==> config.mk <==
export PLATFORM = sky130hd
export DESIGN_NAME = mc_control
export DESIGN_NICKNAME = d
export VERILOG_FILES = /design/src/rtl/mc_pkg.sv /design/src/rtl/alu_decoder.sv /design/src/rtl/mc_control.sv
export SDC_FILE = /design/constraint.sdc
export NUM_CORES = 1
export LEC_CHECK = 0
export ABC_AREA = 1
export ABC_CLOCK_PERIOD_IN_PS = 4700
export BUFFER_PORTS_ARGS = -buffer_cell sky130_fd_sc_hd__buf_2
export CAP_MARGIN = 10
export CORE_MARGIN = 4
export CORE_UTILIZATION = 45
export DETAILED_ROUTE_END_ITERATION = 16
export GPL_TIMING_DRIVEN = 0
export PLACE_DENSITY = 0.75
export SYNTH_ARGS = -nofsm -noshare
export SYNTH_HDL_FRONTEND = slang
export SYNTH_HIERARCHICAL = 1
export SYNTH_SLANG_ARGS = --single-unit
==> constraint.sdc <==
create_clock -name clk -period 4.7 [get_ports clk]
set_input_delay 0.705 -clock clk [delete_from_list [all_inputs] [get_ports clk]]
set_output_delay 0.705 -clock clk [all_outputs]
set_load 0.01 [all_outputs]
==> src/rtl/mc_pkg.sv <==
// Shared definitions for the multicycle MIPS control unit: state encoding,
// instruction field constants, ALU op codes and the control-word layout.
package mc_pkg;

    // Encoding 10 is unused; states are visible on the debug port.
    typedef enum logic [3:0] {
        FETCH     = 4'd0,
        DECODE    = 4'd1,
        R_EXEC    = 4'd2,
        R_WB      = 4'd3,
        MEM_ADDR  = 4'd4,
        MEM_READ  = 4'd5,
        MEM_WB    = 4'd6,
        MEM_WRITE = 4'd7,
        BRANCH    = 4'd8,
        JUMP      = 4'd9,
        I_EXEC    = 4'd11,
        I_WB      = 4'd12
    } state_t;

    typedef enum logic [1:0] {
        CLS_ADD,
        CLS_SUB,
        CLS_FUNCT,
        CLS_IMM
    } alu_class_t;

    localparam logic [5:0] OP_RTYPE = 6'b000000;
    localparam logic [5:0] OP_LW    = 6'b100011;
    localparam logic [5:0] OP_SW    = 6'b101011;
    localparam logic [5:0] OP_BEQ   = 6'b000100;
    localparam logic [5:0] OP_BNE   = 6'b000101;
    localparam logic [5:0] OP_J     = 6'b000010;
    localparam logic [5:0] OP_ADDI  = 6'b001000;
    localparam logic [5:0] OP_ANDI  = 6'b001100;
    localparam logic [5:0] OP_ORI   = 6'b001101;
    localparam logic [5:0] OP_SLTI  = 6'b001010;
    localparam logic [5:0] OP_XORI  = 6'b001110;

    localparam logic [5:0] FN_ADD = 6'b100000;
    localparam logic [5:0] FN_SUB = 6'b100010;
    localparam logic [5:0] FN_AND = 6'b100100;
    localparam logic [5:0] FN_OR  = 6'b100101;
    localparam logic [5:0] FN_XOR = 6'b100110;
    localparam logic [5:0] FN_NOR = 6'b100111;
    localparam logic [5:0] FN_SLT = 6'b101010;

    localparam logic [3:0] AOP_AND = 4'b0000;
    localparam logic [3:0] AOP_OR  = 4'b0001;
    localparam logic [3:0] AOP_ADD = 4'b0010;
    localparam logic [3:0] AOP_SUB = 4'b0110;
    localparam logic [3:0] AOP_SLT = 4'b0111;
    localparam logic [3:0] AOP_NOR = 4'b1100;
    localparam logic [3:0] AOP_XOR = 4'b1101;

    typedef struct packed {
        logic       alu_src_a;
        logic [1:0] alu_src_b;
        logic       pc_write;
        logic [1:0] pc_src;
        logic       i_or_d;
        logic       mem_read;
        logic       mem_write;
        logic       ir_write;
        logic       mem_to_reg;
        logic       reg_dst;
        logic       reg_write;
        logic       illegal;
    } ctrl_t;

endpackage

==> src/rtl/alu_decoder.sv <==
// Maps an ALU request class plus the opcode/funct fields to the 4-bit ALU op,
// flagging encodings that have no ALU meaning.
module alu_decoder
    import mc_pkg::*;
(
    input  alu_class_t  alu_class,
    input  logic [5:0]  opcode,
    input  logic [5:0]  funct,
    output logic [3:0]  alu_op,
    output logic        bad
);

    always_comb begin
        alu_op = AOP_AND;
        bad    = 1'b0;
        case (alu_class)
            CLS_ADD: alu_op = AOP_ADD;
            CLS_SUB: alu_op = AOP_SUB;
            CLS_FUNCT: begin
                case (funct)
                    FN_ADD:  alu_op = AOP_ADD;
                    FN_SUB:  alu_op = AOP_SUB;
                    FN_AND:  alu_op = AOP_AND;
                    FN_OR:   alu_op = AOP_OR;
                    FN_XOR:  alu_op = AOP_XOR;
                    FN_NOR:  alu_op = AOP_NOR;
                    FN_SLT:  alu_op = AOP_SLT;
                    default: bad = 1'b1;
                endcase
            end
            CLS_IMM: begin
                case (opcode)
                    OP_ADDI: alu_op = AOP_ADD;
                    OP_ANDI: alu_op = AOP_AND;
                    OP_ORI:  alu_op = AOP_OR;
                    OP_SLTI: alu_op = AOP_SLT;
                    OP_XORI: alu_op = AOP_XOR;
                    default: bad = 1'b1;
                endcase
            end
            default: bad = 1'b1;
        endcase
    end

endmodule

==> src/rtl/mc_control.sv <==
// Multicycle MIPS control unit: sequences fetch/decode/execute/memory/writeback
// and issues ALU op codes and operand selects.
module mc_control
    import mc_pkg::*;
#(
    parameter bit MEM_WAIT_EN = 1'b1
) (
    input  logic       clk,
    input  logic       rst,
    input  logic [5:0] opcode,
    input  logic [5:0] funct,
    input  logic       zero,
    input  logic       mem_ready,
    output logic [3:0] alu_op,
    output logic       alu_src_a,
    output logic [1:0] alu_src_b,
    output logic       pc_write,
    output logic [1:0] pc_src,
    output logic       i_or_d,
    output logic       mem_read,
    output logic       mem_write,
    output logic       ir_write,
    output logic       mem_to_reg,
    output logic       reg_dst,
    output logic       reg_write,
    output logic       illegal,
    output logic [3:0] state
);

    state_t     state_q;
    state_t     next_state;
    ctrl_t      ctl;
    ctrl_t      ctl_out;
    alu_class_t alu_class;
    logic       use_alu;
    logic [3:0] dec_op;
    logic       dec_bad;
    logic       ready;

    assign ready = MEM_WAIT_EN ? mem_ready : 1'b1;

    alu_decoder u_alu_decoder (
        .alu_class (alu_class),
        .opcode    (opcode),
        .funct     (funct),
        .alu_op    (dec_op),
        .bad       (dec_bad)
    );

    always_ff @(posedge clk) begin
        if (rst) state_q <= FETCH;
        else     state_q <= next_state;
    end

    // Moore decode of the current state; only FETCH/memory strobes look at
    // mem_ready and only the branch pc_write looks at the same-cycle zero flag.
    always_comb begin
        ctl        = '0;
        next_state = state_q;
        alu_class  = CLS_ADD;
        use_alu    = 1'b0;
        case (state_q)
            FETCH: begin
                ctl.mem_read  = 1'b1;
                ctl.alu_src_b = 2'd1;
                use_alu       = 1'b1;
                if (ready) begin
                    ctl.ir_write = 1'b1;
                    ctl.pc_write = 1'b1;
                    next_state   = DECODE;
                end
            end
            DECODE: begin
                ctl.alu_src_b = 2'd3;
                use_alu       = 1'b1;
                case (opcode)
                    OP_RTYPE:       next_state = R_EXEC;
                    OP_LW, OP_SW:   next_state = MEM_ADDR;
                    OP_BEQ, OP_BNE: next_state = BRANCH;
                    OP_J:           next_state = JUMP;
                    OP_ADDI, OP_ANDI, OP_ORI, OP_SLTI, OP_XORI:
                                    next_state = I_EXEC;
                    default: begin
                        ctl.illegal = 1'b1;
                        next_state  = FETCH;
                    end
                endcase
            end
            R_EXEC: begin
                ctl.alu_src_a = 1'b1;
                alu_class     = CLS_FUNCT;
                use_alu       = 1'b1;
                if (dec_bad) begin
                    ctl.illegal = 1'b1;
                    next_state  = FETCH;
                end else begin
                    next_state  = R_WB;
                end
            end
            R_WB: begin
                ctl.reg_dst   = 1'b1;
                ctl.reg_write = 1'b1;
                alu_class     = CLS_FUNCT;
                use_alu       = 1'b1;
                next_state    = FETCH;
            end
            MEM_ADDR: begin
                ctl.alu_src_a = 1'b1;
                ctl.alu_src_b = 2'd2;
                use_alu       = 1'b1;
                if (opcode == OP_LW)      next_state = MEM_READ;
                else if (opcode == OP_SW) next_state = MEM_WRITE;
                else                      next_state = FETCH;
            end
            MEM_READ: begin
                ctl.mem_read = 1'b1;
                ctl.i_or_d   = 1'b1;
                if (ready) next_state = MEM_WB;
            end
            MEM_WB: begin
                ctl.mem_to_reg = 1'b1;
                ctl.reg_write  = 1'b1;
                next_state     = FETCH;
            end
            MEM_WRITE: begin
                ctl.mem_write = 1'b1;
                ctl.i_or_d    = 1'b1;
                if (ready) next_state = FETCH;
            end
            BRANCH: begin
                ctl.alu_src_a = 1'b1;
                ctl.pc_src    = 2'd1;
                ctl.pc_write  = (opcode == OP_BNE) ? ~zero : zero;
                alu_class     = CLS_SUB;
                use_alu       = 1'b1;
                next_state    = FETCH;
            end
            JUMP: begin
                ctl.pc_src   = 2'd2;
                ctl.pc_write = 1'b1;
                next_state   = FETCH;
            end
            I_EXEC: begin
                ctl.alu_src_a = 1'b1;
                ctl.alu_src_b = 2'd2;
                alu_class     = CLS_IMM;
                use_alu       = 1'b1;
                next_state    = I_WB;
            end
            I_WB: begin
                ctl.reg_write = 1'b1;
                alu_class     = CLS_IMM;
                use_alu       = 1'b1;
                next_state    = FETCH;
            end
            default: next_state = FETCH;
        endcase
    end

    // Reset forces every output low in the same cycle, abandoning any access.
    assign ctl_out    = rst ? '0 : ctl;
    assign alu_op     = (rst || !use_alu) ? AOP_AND : dec_op;
    assign state      = rst ? 4'd0 : state_q;
    assign alu_src_a  = ctl_out.alu_src_a;
    assign alu_src_b  = ctl_out.alu_src_b;
    assign pc_write   = ctl_out.pc_write;
    assign pc_src     = ctl_out.pc_src;
    assign i_or_d     = ctl_out.i_or_d;
    assign mem_read   = ctl_out.mem_read;
    assign mem_write  = ctl_out.mem_write;
    assign ir_write   = ctl_out.ir_write;
    assign mem_to_reg = ctl_out.mem_to_reg;
    assign reg_dst    = ctl_out.reg_dst;
    assign reg_write  = ctl_out.reg_write;
    assign illegal    = ctl_out.illegal;

endmodule
==> metrics.csv, run 1 <==
stage;metric;value;unit
run_status;outcome;completed;
clock_network;Post-CTS Hold Buffers;0;
floorplan;Core Area;2000;sq um
synth;Synthesized Nets;215;
flow_run;max cap viols;0;
floorplan;chip height;54.6;microns
floorplan;Rows;16;
sta;Worst-Margin Slew;507;ps
cells_and_area;Largest regs;state_q x4;
clock_network;Sink Count;4;
clock_network;CTS Buffer Depth;2;
setup_path;Critical Path Stages;11;
synth;Synth Warn #;6;
power;Switching Share;0.529;
sta;final cycle utilization of the critical path;0.624;
clock_network;Clock Tree Root;clkbuf_4;
clock_network;clock-pin slew on the worst setup and hold paths;40;ps
drt;Iter 0 DRT Violations;48;
sta;fin. max-slew vios;0;
synth;most instantiated cells after synthesis;nand2_1 (55), nor2_1 (37), inv_1 (33), nand3_1 (19), o21ai_0 (8);
sta;final setup TNS;0;ps
synth;synthesized area;976;sq um
drt;First-pass DRT Iterations;4;
synth;EDFF count, synth;0;
drt;vias;1327;
floorplan;Initial Util;0.488;
global_route;GRT overflow;0;
setup_path;crit start category;flip-flop;
global_route;largest net degree at the start of global routing;11;
global_route;first-pass GRT wire length;4090;microns
cells_and_area;fill cell count;234;
synth;Top FF cell, synth;dfxtp_1;
setup_path;r2r worst-path depth;13;
synth;ranking of synthesized cells by area;nand2_1 (21%), nor2_1 (14%), inv_1 (13%);
place;Final Wtd Congestion;0.845;
sta;final hold slack;702;ps
setup_path;Bufs and invs on worst path;4;
power;PD cells;267;nW/um^2
setup_path;Crit path required time;3990;ps
global_route;vias in the first global route;1015;
power;Leak;0.000746;uW
drt;Antenna Nets Post-Route;0;
sta;# setup viols final;0;
sta;RSZ-0062 raised after global routing;no;
power;clock power share;0.132;
setup_path;CP Max Fanout;9;
synth;FFs w/ async S/R, synth;0;
cells_and_area;max reg flops;4;
place;dpl hpwl;2180;microns
power;P_sw;171;uW
sta;Final Skew;4.50;ps
synth;Yosys reg bits;4;
floorplan;Die Span X;54.6;microns
sta;relative slew slack;0.659;
setup_path;slowest cell on the critical path;o21ai_0;
synth;Seq/Total Area, Yosys;0.0821;
drt;DR WL/cell;9.94;microns
synth;Syn Area/Cell;4.90;sq um
synth;cell count after synthesis;199;
setup_path;CP endpoint kind;primary output;
synth;most frequent cell after synthesis;nand2_1;
power;Reg power frac;0.147;
synth;Synth top area share;0.212;
cells_and_area;layout cells sized above 1;0.231;
sta;Fin. Hold Viols;0;
cells_and_area;Synth-to-Final Area Change;24.2;%
clock_network;Post-CTS Resized;0;
setup_path;Crit path arrival time;2230;ps
clock_network;CTS Buf Count;3;
setup_path;slowest stage delay, CP;420;ps
setup_path;Crit Path Class;flip-flop to primary output;
place;IO buf count;36;
worst_hold_path;Worst Hold Class;flip-flop to flip-flop;
clock_network;H-tree lvl count;1;
setup_path;top cell family by delay on the critical path;simple AND/OR/NAND/NOR gates;
sta;clock period minus worst slack;2940;ps
cells_and_area;ant diodes;0;
floorplan;num ports;38;
synth;post-synth top area cell;nand2_1;
drt;total wire length;2630;microns
cells_and_area;Top reg by flops;state_q;
global_route;GRT Resource Usage Total;0.183;
synth;Synth cell types;26;
setup_path;CP cell instances;buf_6, nor2_2, inv_1, o21ai_0, nand2_1, inv_1, nand4_1, nand2_1, nand4_1, a21oi_1, buf_2;
global_route;initial antenna violation count;0;
power;Peak VDD IR;0.247;mV
drt;drt drc;0;
clock_network;CTS tree;yes;
power;combinational power share;0.721;
sta;f_max;341;MHz
floorplan;die footprint;2980;sq um
clock_network;clk_lat worst skew;240;ps
drt;routed vias/inst;5.01;
cells_and_area;nets;256;
clock_network;Post-CTS Setup Bufs;0;
power;Internal Pwr Total;153;uW
worst_hold_path;hold path cells;4;
-- worst reg2reg max path: cells and delay by family, from the launching register on --
family	cells	cell delay, ps
AO/OA/AOI/OAI	3	660
buffers and inverters	4	370
flip-flops	1	300
AND/OR/NAND/NOR	6	650
-- layer usage --
metal | share of wire | vias to the layer above | track usage
met5 | 0 | - | 0
met4 | 0 | 0 | 0.0249
met3 | 0.080 | 0 | 0.0463
met2 | 0.47 | 55 | 0.281
met1 | 0.45 | 563 | 0.260
li1 | - | 709 | -
-- kinds of logic after synthesis --
logic type / Yosys count / share of synthesized area
simple gates: 140 / 0.662
flops: 4 / 0.0821
buf+inv: 38 / 0.154
xor+xnor: 1 / 0.00898
compound gates: 16 / 0.0936
-- cell type report --
class                           instances  area (sq um)  share of cell area
Buffer                                  3          18.8              0.0155
Inverter                               35           131               0.108
Multi-Input combinational cell        157           746               0.615
Tap cell                               27          33.8              0.0279
Sequential cell                         4          80.1              0.0660
Timing Repair Buffer                   36           180               0.149
Clock buffer                            3          22.5              0.0186
-- placed cells by master, fill, tap and decap left out, types with 2 or more instances in the layout --
cell,netlist,layout
nand2_1,55,55
inv_2,2,2
nor3_1,5,5
nor2_4,4,4
nand3_2,2,2
clkbuf_1,2,2
nand3_1,19,19
nor2_2,5,5
nor2_1,37,37
buf_2,0,36
dfxtp_1,4,4
nand3b_1,2,2
o21ai_0,8,8
a21oi_1,3,3
nand4_1,7,7
clkbuf_4,0,3
inv_1,33,33
-- through the flow --
stage	setup WS [ps]	util	instances	area, sq um	power (uW)
after floorplan	2300	-	199	976	217
after global placement	2050	0.594	262	1190	278
after detailed placement	2030	0.594	262	1190	280
after CTS	1770	0.606	265	1210	324
after global routing	1520	0.606	265	1210	360
final	1760	0.606	265	1210	324
-- power by group through the flow --
stage / clock network [uW] / registers [uW] / logic (uW)
finish: 42.8 / 47.7 / 234
global route: 47.3 / 48.7 / 264
CTS: 43.9 / 47.7 / 233
detailed placement: 0 / 48.3 / 231
global placement: 0 / 47.9 / 230
floorplan: 0 / 47.2 / 170
-- path summary, 6_finish.rpt --
path	start	endpoint	slack [ps]
setup reg to reg	state_q[1]	state_q[1]	2610
setup / recovery	state_q[1]	illegal	1760
hold / removal	state_q[2]	state_q[2]	700
hold reg to reg	state_q[2]	state_q[2]	700
(Power assumes the default switching activity.)
==> run 2, diff against run 1 <==
--- a/config.mk
+++ b/config.mk
@@ -6,14 +6,14 @@
 export NUM_CORES = 1
 export LEC_CHECK = 0
 export ABC_AREA = 1
-export ABC_CLOCK_PERIOD_IN_PS = 4700
+export ABC_CLOCK_PERIOD_IN_PS = 2700
 export BUFFER_PORTS_ARGS = -buffer_cell sky130_fd_sc_hd__buf_2
 export CAP_MARGIN = 10
 export CORE_MARGIN = 4
-export CORE_UTILIZATION = 45
+export CORE_UTILIZATION = 44
 export DETAILED_ROUTE_END_ITERATION = 16
 export GPL_TIMING_DRIVEN = 0
-export PLACE_DENSITY = 0.75
+export PLACE_DENSITY = 0.76
 export SYNTH_ARGS = -nofsm -noshare
 export SYNTH_HDL_FRONTEND = slang
 export SYNTH_HIERARCHICAL = 1
==> constraint.sdc (replaced) <==
create_clock -name clk -period 2.7 [get_ports clk]
set_input_delay 0.405 -clock clk [delete_from_list [all_inputs] [get_ports clk]]
set_output_delay 0.405 -clock clk [all_outputs]
set_load 0.01 [all_outputs]
==> run 2 against run 1 <==
  * First-iteration DRC count decreased by 27%
  * Combinational power increased by 74%
  * Power is 76% higher
  * Cell area increased by 0.41%
  * Worst setup slack worse by 1500 ps
  * Routed wire length rose by 0.27%
  * Largest cell class unchanged
==> metrics.csv, run 2 (synthesis results as in run 1) <==
stage;metric;value;unit;change
setup_path;slowest stage delay, CP;330;ps;was 420 ps
clock_network;Clock Tree Root;clkbuf_4;;unchanged
drt;DR WL/cell;9.97;microns;was 9.94 microns
sta;Fin. Hold Viols;0;;unchanged
clock_network;CTS tree;yes;;unchanged
sta;RSZ-0062 raised after global routing;no;;unchanged
place;dpl hpwl;2180;microns;about the same
global_route;largest net degree at the start of global routing;11;;unchanged
sta;fin. max-slew vios;0;;unchanged
cells_and_area;Top reg by flops;state_q;;unchanged
floorplan;die footprint;3040;sq um;was 2980 sq um
floorplan;num ports;38;;unchanged
cells_and_area;fill cell count;253;;was 234
cells_and_area;most frequent cells in the layout;nand2_1 (55), nor2_1 (37), buf_2 (36), inv_1 (33), nand3_1 (19);;unchanged
sta;final cycle utilization of the critical path;0.915;;
cells_and_area;layout cells sized above 1;0.239;;was 0.231
drt;Antenna Nets Post-Route;0;;unchanged
clock_network;CTS Buf Count;3;;unchanged
floorplan;Die Span X;55.1;microns;was 54.6 microns
cells_and_area;Multi-input gate area;749;sq um;was 746 sq um
sta;Final WS setup;230;ps;was 1760 ps
setup_path;CP Max Fanout;9;;unchanged
sta;final setup TNS;0;ps;unchanged
sta;Worst-Margin Slew;451;ps;was 507 ps
clock_network;Sink Count;4;;unchanged
cells_and_area;Synth-to-Final Area Change;24.7;%;was 24.2%
power;PD cells;469;nW/um^2;was 267 nW/um^2
clock_network;CTS Buffer Depth;2;;unchanged
drt;routed vias/inst;4.89;;was 5.01
floorplan;Core Area;2040;sq um;was 2000 sq um
clock_network;clk_lat worst skew;240;ps;about the same
setup_path;slowest cell on the critical path;dfxtp_1;;was o21ai_0
sta;Final Skew;3.38;ps;was 4.50 ps
global_route;vias in the first global route;1013;;was 1,015
setup_path;reg-to-reg endpoint;state_q[1];;unchanged
cells_and_area;ant diodes;0;;unchanged
power;Peak VDD IR;0.297;mV;was 0.247 mV
drt;vias;1296;;was 1,327
cells_and_area;FF+latch area;81.3;sq um;was 80.1 sq um
setup_path;r2r worst-path depth;14;;was 13
power;Final Power;571;uW;was 324 uW
clock_network;Post-CTS Resized;0;;unchanged
drt;First-pass DRT Iterations;4;;unchanged
power;Leak;0.000748;uW;was 0.000746 uW
sta;clock period minus worst slack;2470;ps;
clock_network;Post-CTS Setup Bufs;0;;unchanged
global_route;initial antenna violation count;0;;unchanged
floorplan;Initial Util;0.478;;was 0.488
worst_hold_path;Worst Hold Endpoint;state_q[0];;was state_q[2]
flow_run;max cap viols;0;;unchanged
setup_path;crit start category;flip-flop;;unchanged
floorplan;chip height;55.1;microns;was 54.6 microns
run_status;outcome;completed;;unchanged
worst_hold_path;Worst Hold Class;input pin to flip-flop;;was flip-flop to flip-flop
place;IO buf count;36;;unchanged
clock_network;H-tree lvl count;1;;unchanged
drt;drt drc;0;;unchanged
setup_path;r2r startpoint;state_q[1];;unchanged
setup_path;Crit path arrival time;2060;ps;was 2230 ps
global_route;first-pass GRT wire length;4090;microns;unchanged
place;Final Wtd Congestion;0.881;;was 0.845
cells_and_area;max reg flops;4;;unchanged
global_route;GRT overflow;0;;unchanged
cells_and_area;fin util;0.596;;was 0.606
worst_hold_path;Hold Path Origin;mem_ready;;was state_q[2]
clock_network;Post-CTS Hold Buffers;0;;unchanged
cells_and_area;commonest non-fill, non-tap cell in the layout;nand2_1;;unchanged
drt;Iter 0 DRT Violations;35;;was 48
sta;f_max;405;MHz;
drt;total wire length;2640;microns;was 2630 microns
sta;final hold slack;476;ps;was 702 ps
setup_path;Crit path required time;2300;ps;was 3990 ps
cells_and_area;nets;256;;unchanged
global_route;GRT Resource Usage Total;0.182;;was 0.183
sta;# setup viols final;0;;unchanged
setup_path;CP endpoint kind;primary output;;unchanged
setup_path;CP cell instances;buf_6, nand2_1, inv_1, nand2_2, nand4_1, inv_1, nor2_4, nand4_1, nand2_1, nand4_1, a21oi_1, buf_2;;was buf_6, nor2_2, inv_1, o21ai_0, nand2_1, inv_1, nand4_1, nand2_1, nand4_1, a21oi_1, buf_2
setup_path;Crit Path Class;flip-flop to primary output;;unchanged
cells_and_area;Largest regs;state_q x4;;unchanged
place;Setup WS pre-CTS;332;ps;was 2030 ps
setup_path;CP most frequent cell;nand4_1;;
worst_hold_path;hold path cells;4;;unchanged
floorplan;Rows;16;;unchanged
clock_network;clock-pin slew on the worst setup and hold paths;40;ps;about the same
sta;relative slew slack;0.700;;was 0.659
setup_path;Worst R2R Setup Slack;800;ps;was 2610 ps
run 2: cell types whose count changed in the layout (fill, tap and decap cells not counted):
| cell | before | now |
|---|---|---|
| dfxtp_1 | 4 | 3 |
| o21ai_2 | 1 | 2 |
| dfxtp_2 | 0 | 1 |
| o21ai_0 | 8 | 7 |
run 2: power breakdown:
part	internal, uW	total [uW]	switching [uW]
combinational	143	408	264
clock	50.0	78.7	28.7
sequential	72.8	84.1	11.3
total	266	571	304
run 2: per-stage QoR:
step,cells,area (sq um)
6_report,265,1220
5_1_grt,265,1220
4_1_cts,265,1210
3_5_place_dp,262,1190
3_3_place_gp,262,1190
2_1_floorplan,199,976
run 2: final cells by class:
cell class,instances,area share
Buffer,3,0.0154
Clock buffer,3,0.0185
Tap cell,27,0.0277
Sequential cell,4,0.0668
Multi-Input combinational cell,157,0.616
Inverter,35,0.108
Timing Repair Buffer,36,0.148
run 2: how the worst max path moves through the flow:
stage	startpoint	endpoint	slack, ps	depth (start not counted)
after global placement	state_q[1]	illegal	350	11
after CTS	state_q[1]	illegal	60	11
final	state_q[1]	illegal	230	12
after detailed placement	state_q[1]	illegal	330	11
after global routing	state_q[1]	illegal	80	12
after floorplan	state_q[1]	illegal	600	10
run 2: routing by layer:
| layer | track usage | share of wire | routed length (microns) |
|---|---|---|---|
| met3 | 0.0241 | 0.075 | 197 |
| met4 | 0.0486 | 0.014 | 37 |
| met5 | 0 | 0 | 0 |
| met1 | 0.243 | 0.47 | 1230 |
| met2 | 0.303 | 0.44 | 1170 |
run 2: critical path, delay by kind of cell, from the launching register on:
| kind | cells | cell delay (ps) |
|---|---|---|
| AOI/OAI and AO/OA | 1 | 170 |
| buffers and inverters | 4 | 470 |
| DFF | 1 | 330 |
| and+or+nand+nor | 7 | 870 |
==> run 3, diff against run 2 <==
--- a/config.mk
+++ b/config.mk
@@ -6,7 +6,7 @@
 export NUM_CORES = 1
 export LEC_CHECK = 0
 export ABC_AREA = 1
-export ABC_CLOCK_PERIOD_IN_PS = 2700
+export ABC_CLOCK_PERIOD_IN_PS = 2250
 export BUFFER_PORTS_ARGS = -buffer_cell sky130_fd_sc_hd__buf_2
 export CAP_MARGIN = 10
 export CORE_MARGIN = 4
==> constraint.sdc (replaced) <==
create_clock -name clk -period 2.25 [get_ports clk]
set_input_delay 0.3375 -clock clk [delete_from_list [all_inputs] [get_ports clk]]
set_output_delay 0.3375 -clock clk [all_outputs]
set_load 0.01 [all_outputs]
==> run 3 against run 2 <==
  * Non-clock buffer count increased by 18
  * Die area unchanged
  * Via count increased by 10%
  * Global-route usage up 2.2 points
  * Cell count grew 6.8%
  * Highest routed layer unchanged
==> metrics.csv, run 3 (synthesis results as in run 1) <==
stage;metric;value;unit;change
sta;Final Skew;3.74;ps;was 3.38 ps
cells_and_area;Top reg by flops;state_q;;unchanged
setup_path;CP endpoint;illegal;;unchanged
clock_network;H-tree lvl count;1;;unchanged
floorplan;die footprint;3040;sq um;unchanged
place;Setup WS pre-CTS;-51.0;ps;was 332 ps
drt;vias;1431;;was 1,296
flow_run;max cap viols;0;;unchanged
sta;clock period minus worst slack;2230;ps;
cells_and_area;ant diodes;0;;unchanged
setup_path;Crit path required time;1910;ps;was 2300 ps
power;Peak VDD IR;0.445;mV;was 0.297 mV
drt;DR WL/cell;12.1;microns;was 9.97 microns
setup_path;r2r worst-path depth;16;;was 14
sta;Final WS setup;15.8;ps;was 230 ps
setup_path;CP Max Fanout;4;;was 9
cells_and_area;layout cells sized above 1;0.344;;was 0.239
sta;final cycle utilization of the critical path;0.993;;
cells_and_area;nets;274;;was 256
drt;drt drc;0;;unchanged
place;Final Wtd Congestion;0.881;;unchanged
setup_path;CP endpoint kind;primary output;;unchanged
global_route;largest net degree at the start of global routing;11;;unchanged
clock_network;clk_lat worst skew;240;ps;about the same
drt;First-pass DRT Iterations;5;;was 4
clock_network;CTS Buffer Depth;2;;unchanged
setup_path;Crit path arrival time;1900;ps;was 2060 ps
global_route;vias in the first global route;1121;;was 1,013
global_route;GRT overflow;0;;unchanged
setup_path;reg-to-reg endpoint;state_q[1];;unchanged
cells_and_area;max reg flops;4;;unchanged
place;IO buf count;36;;unchanged
floorplan;Initial Util;0.478;;unchanged
setup_path;CP Launch Point;state_q[3];;was state_q[1]
sta;relative slew slack;0.698;;was 0.700
cells_and_area;Largest regs;state_q x4;;unchanged
floorplan;chip height;55.1;microns;unchanged
global_route;GRT Resource Usage Total;0.204;;was 0.182
clock_network;clock-pin slew on the worst setup and hold paths;40;ps;about the same
global_route;first-pass GRT wire length;4590;microns;was 4090 microns
worst_hold_path;Worst Hold Class;input pin to flip-flop;;unchanged
sta;fin. max-slew vios;0;;unchanged
setup_path;Crit Path Class;flip-flop to primary output;;unchanged
sta;final hold slack;437;ps;was 476 ps
drt;total wire length;3420;microns;was 2640 microns
cells_and_area;Synth-to-Final Area Change;45.8;%;was 24.7%
cells_and_area;most frequent cells in the layout;nand2_1 (52), nor2_1 (36), buf_2 (36), inv_1 (29), buf_4 (19);;was nand2_1 (55), nor2_1 (37), buf_2 (36), inv_1 (33), nand3_1 (19)
clock_network;Sink Count;4;;unchanged
floorplan;Die Span X;55.1;microns;unchanged
clock_network;CTS tree;yes;;unchanged
floorplan;Core Area;2040;sq um;unchanged
sta;Worst-Margin Slew;453;ps;was 451 ps
sta;# setup viols final;0;;unchanged
place;dpl hpwl;2180;microns;unchanged
power;Leak;0.000857;uW;was 0.000748 uW
setup_path;Worst R2R Setup Slack;100;ps;was 800 ps
clock_network;CTS Buf Count;3;;unchanged
sta;f_max;448;MHz;
setup_path;r2r startpoint;state_q[1];;unchanged
drt;Antenna Nets Post-Route;0;;unchanged
run_status;outcome;completed;;unchanged
sta;Fin. Hold Viols;0;;unchanged
power;PD cells;623;nW/um^2;was 469 nW/um^2
global_route;initial antenna violation count;0;;unchanged
setup_path;crit start category;flip-flop;;unchanged
cells_and_area;fin util;0.697;;was 0.596
floorplan;num ports;38;;unchanged
drt;Iter 0 DRT Violations;57;;was 35
clock_network;Clock Tree Root;clkbuf_4;;unchanged
floorplan;Rows;16;;unchanged
sta;RSZ-0062 raised after global routing;yes;;was no
drt;routed vias/inst;5.06;;was 4.89
cells_and_area;commonest non-fill, non-tap cell in the layout;nand2_1;;unchanged
[run 3: cell types whose count changed in the layout (fill, tap and decap cells not counted), moves of 2 or more]
cell	change
nor2_2	-2
inv_1	-4
nand3_1	-2
nand2_2	+2
nor2_4	+3
nand2_1	-3
buf_4	+19
dfxtp_1	-3
inv_2	+3
dfxtp_4	+4
[run 3: timing repair]
action,CTS,global route
pin swaps,5,13
hold buffers,0,0
resized for setup,13,15
setup endpoints to repair,4,6
endpoints found under the hold margin,0,0
setup buffers,9,10
[run 3: metal layers]
layer | global-route usage | part of all wire
met1 | 0.258 | 0.40
met2 | 0.364 | 0.48
met3 | 0.0241 | 0.098
met4 | 0.0486 | 0.027
met5 | 0 | 0
[run 3: worst min-delay path by stage]
stage | from | end | slack [ps] | depth (start not counted)
after floorplan | opcode[3] | state_q[1] | 550 | 4
after global placement | mem_ready | state_q[2] | 660 | 4
after detailed placement | mem_ready | state_q[0] | 660 | 4
after CTS | mem_ready | state_q[0] | 400 | 4
after global routing | mem_ready | state_q[0] | 450 | 4
final | mem_ready | state_q[0] | 440 | 4
[run 3: critical path: stages (launching register included)]
cell	delay (ps)
dfxtp_4	390
inv_6	50
nor2_4	130
nand2_4	80
nand4_1	160
inv_2	80
nor2_4	120
nand4_1	120
nand2_2	100
nand4_1	100
a21oi_1	170
buf_2	150
[run 3: final cells by class]
| cell class | count | area, sq um |
|---|---|---|
| Multi-Input combinational cell | 157 | 805 |
| Inverter | 35 | 136 |
| Buffer | 2 | 7.51 |
| Sequential cell | 4 | 95.1 |
| Timing Repair Buffer | 55 | 323 |
| Clock buffer | 3 | 22.5 |
| Fill cell | 204 | 619 |
| Tap cell | 27 | 33.8 |
[run 3: metrics by stage]
stage / setup TNS [ps] / area, sq um / cells / power [uW]
detailed placement: -51.0 / 1190 / 262 / 582
floorplan: 0 / 976 / 199 / 454
global placement: -28.4 / 1190 / 262 / 580
finish: 0 / 1420 / 283 / 887
CTS: 0 / 1320 / 274 / 809
global route: -253 / 1420 / 283 / 977
[run 3: report_power, final]
group	switching [uW]	internal [uW]
Clock	34.7	60.0
Combinational	388	282
Sequential	28.6	94.4
Total	451	436
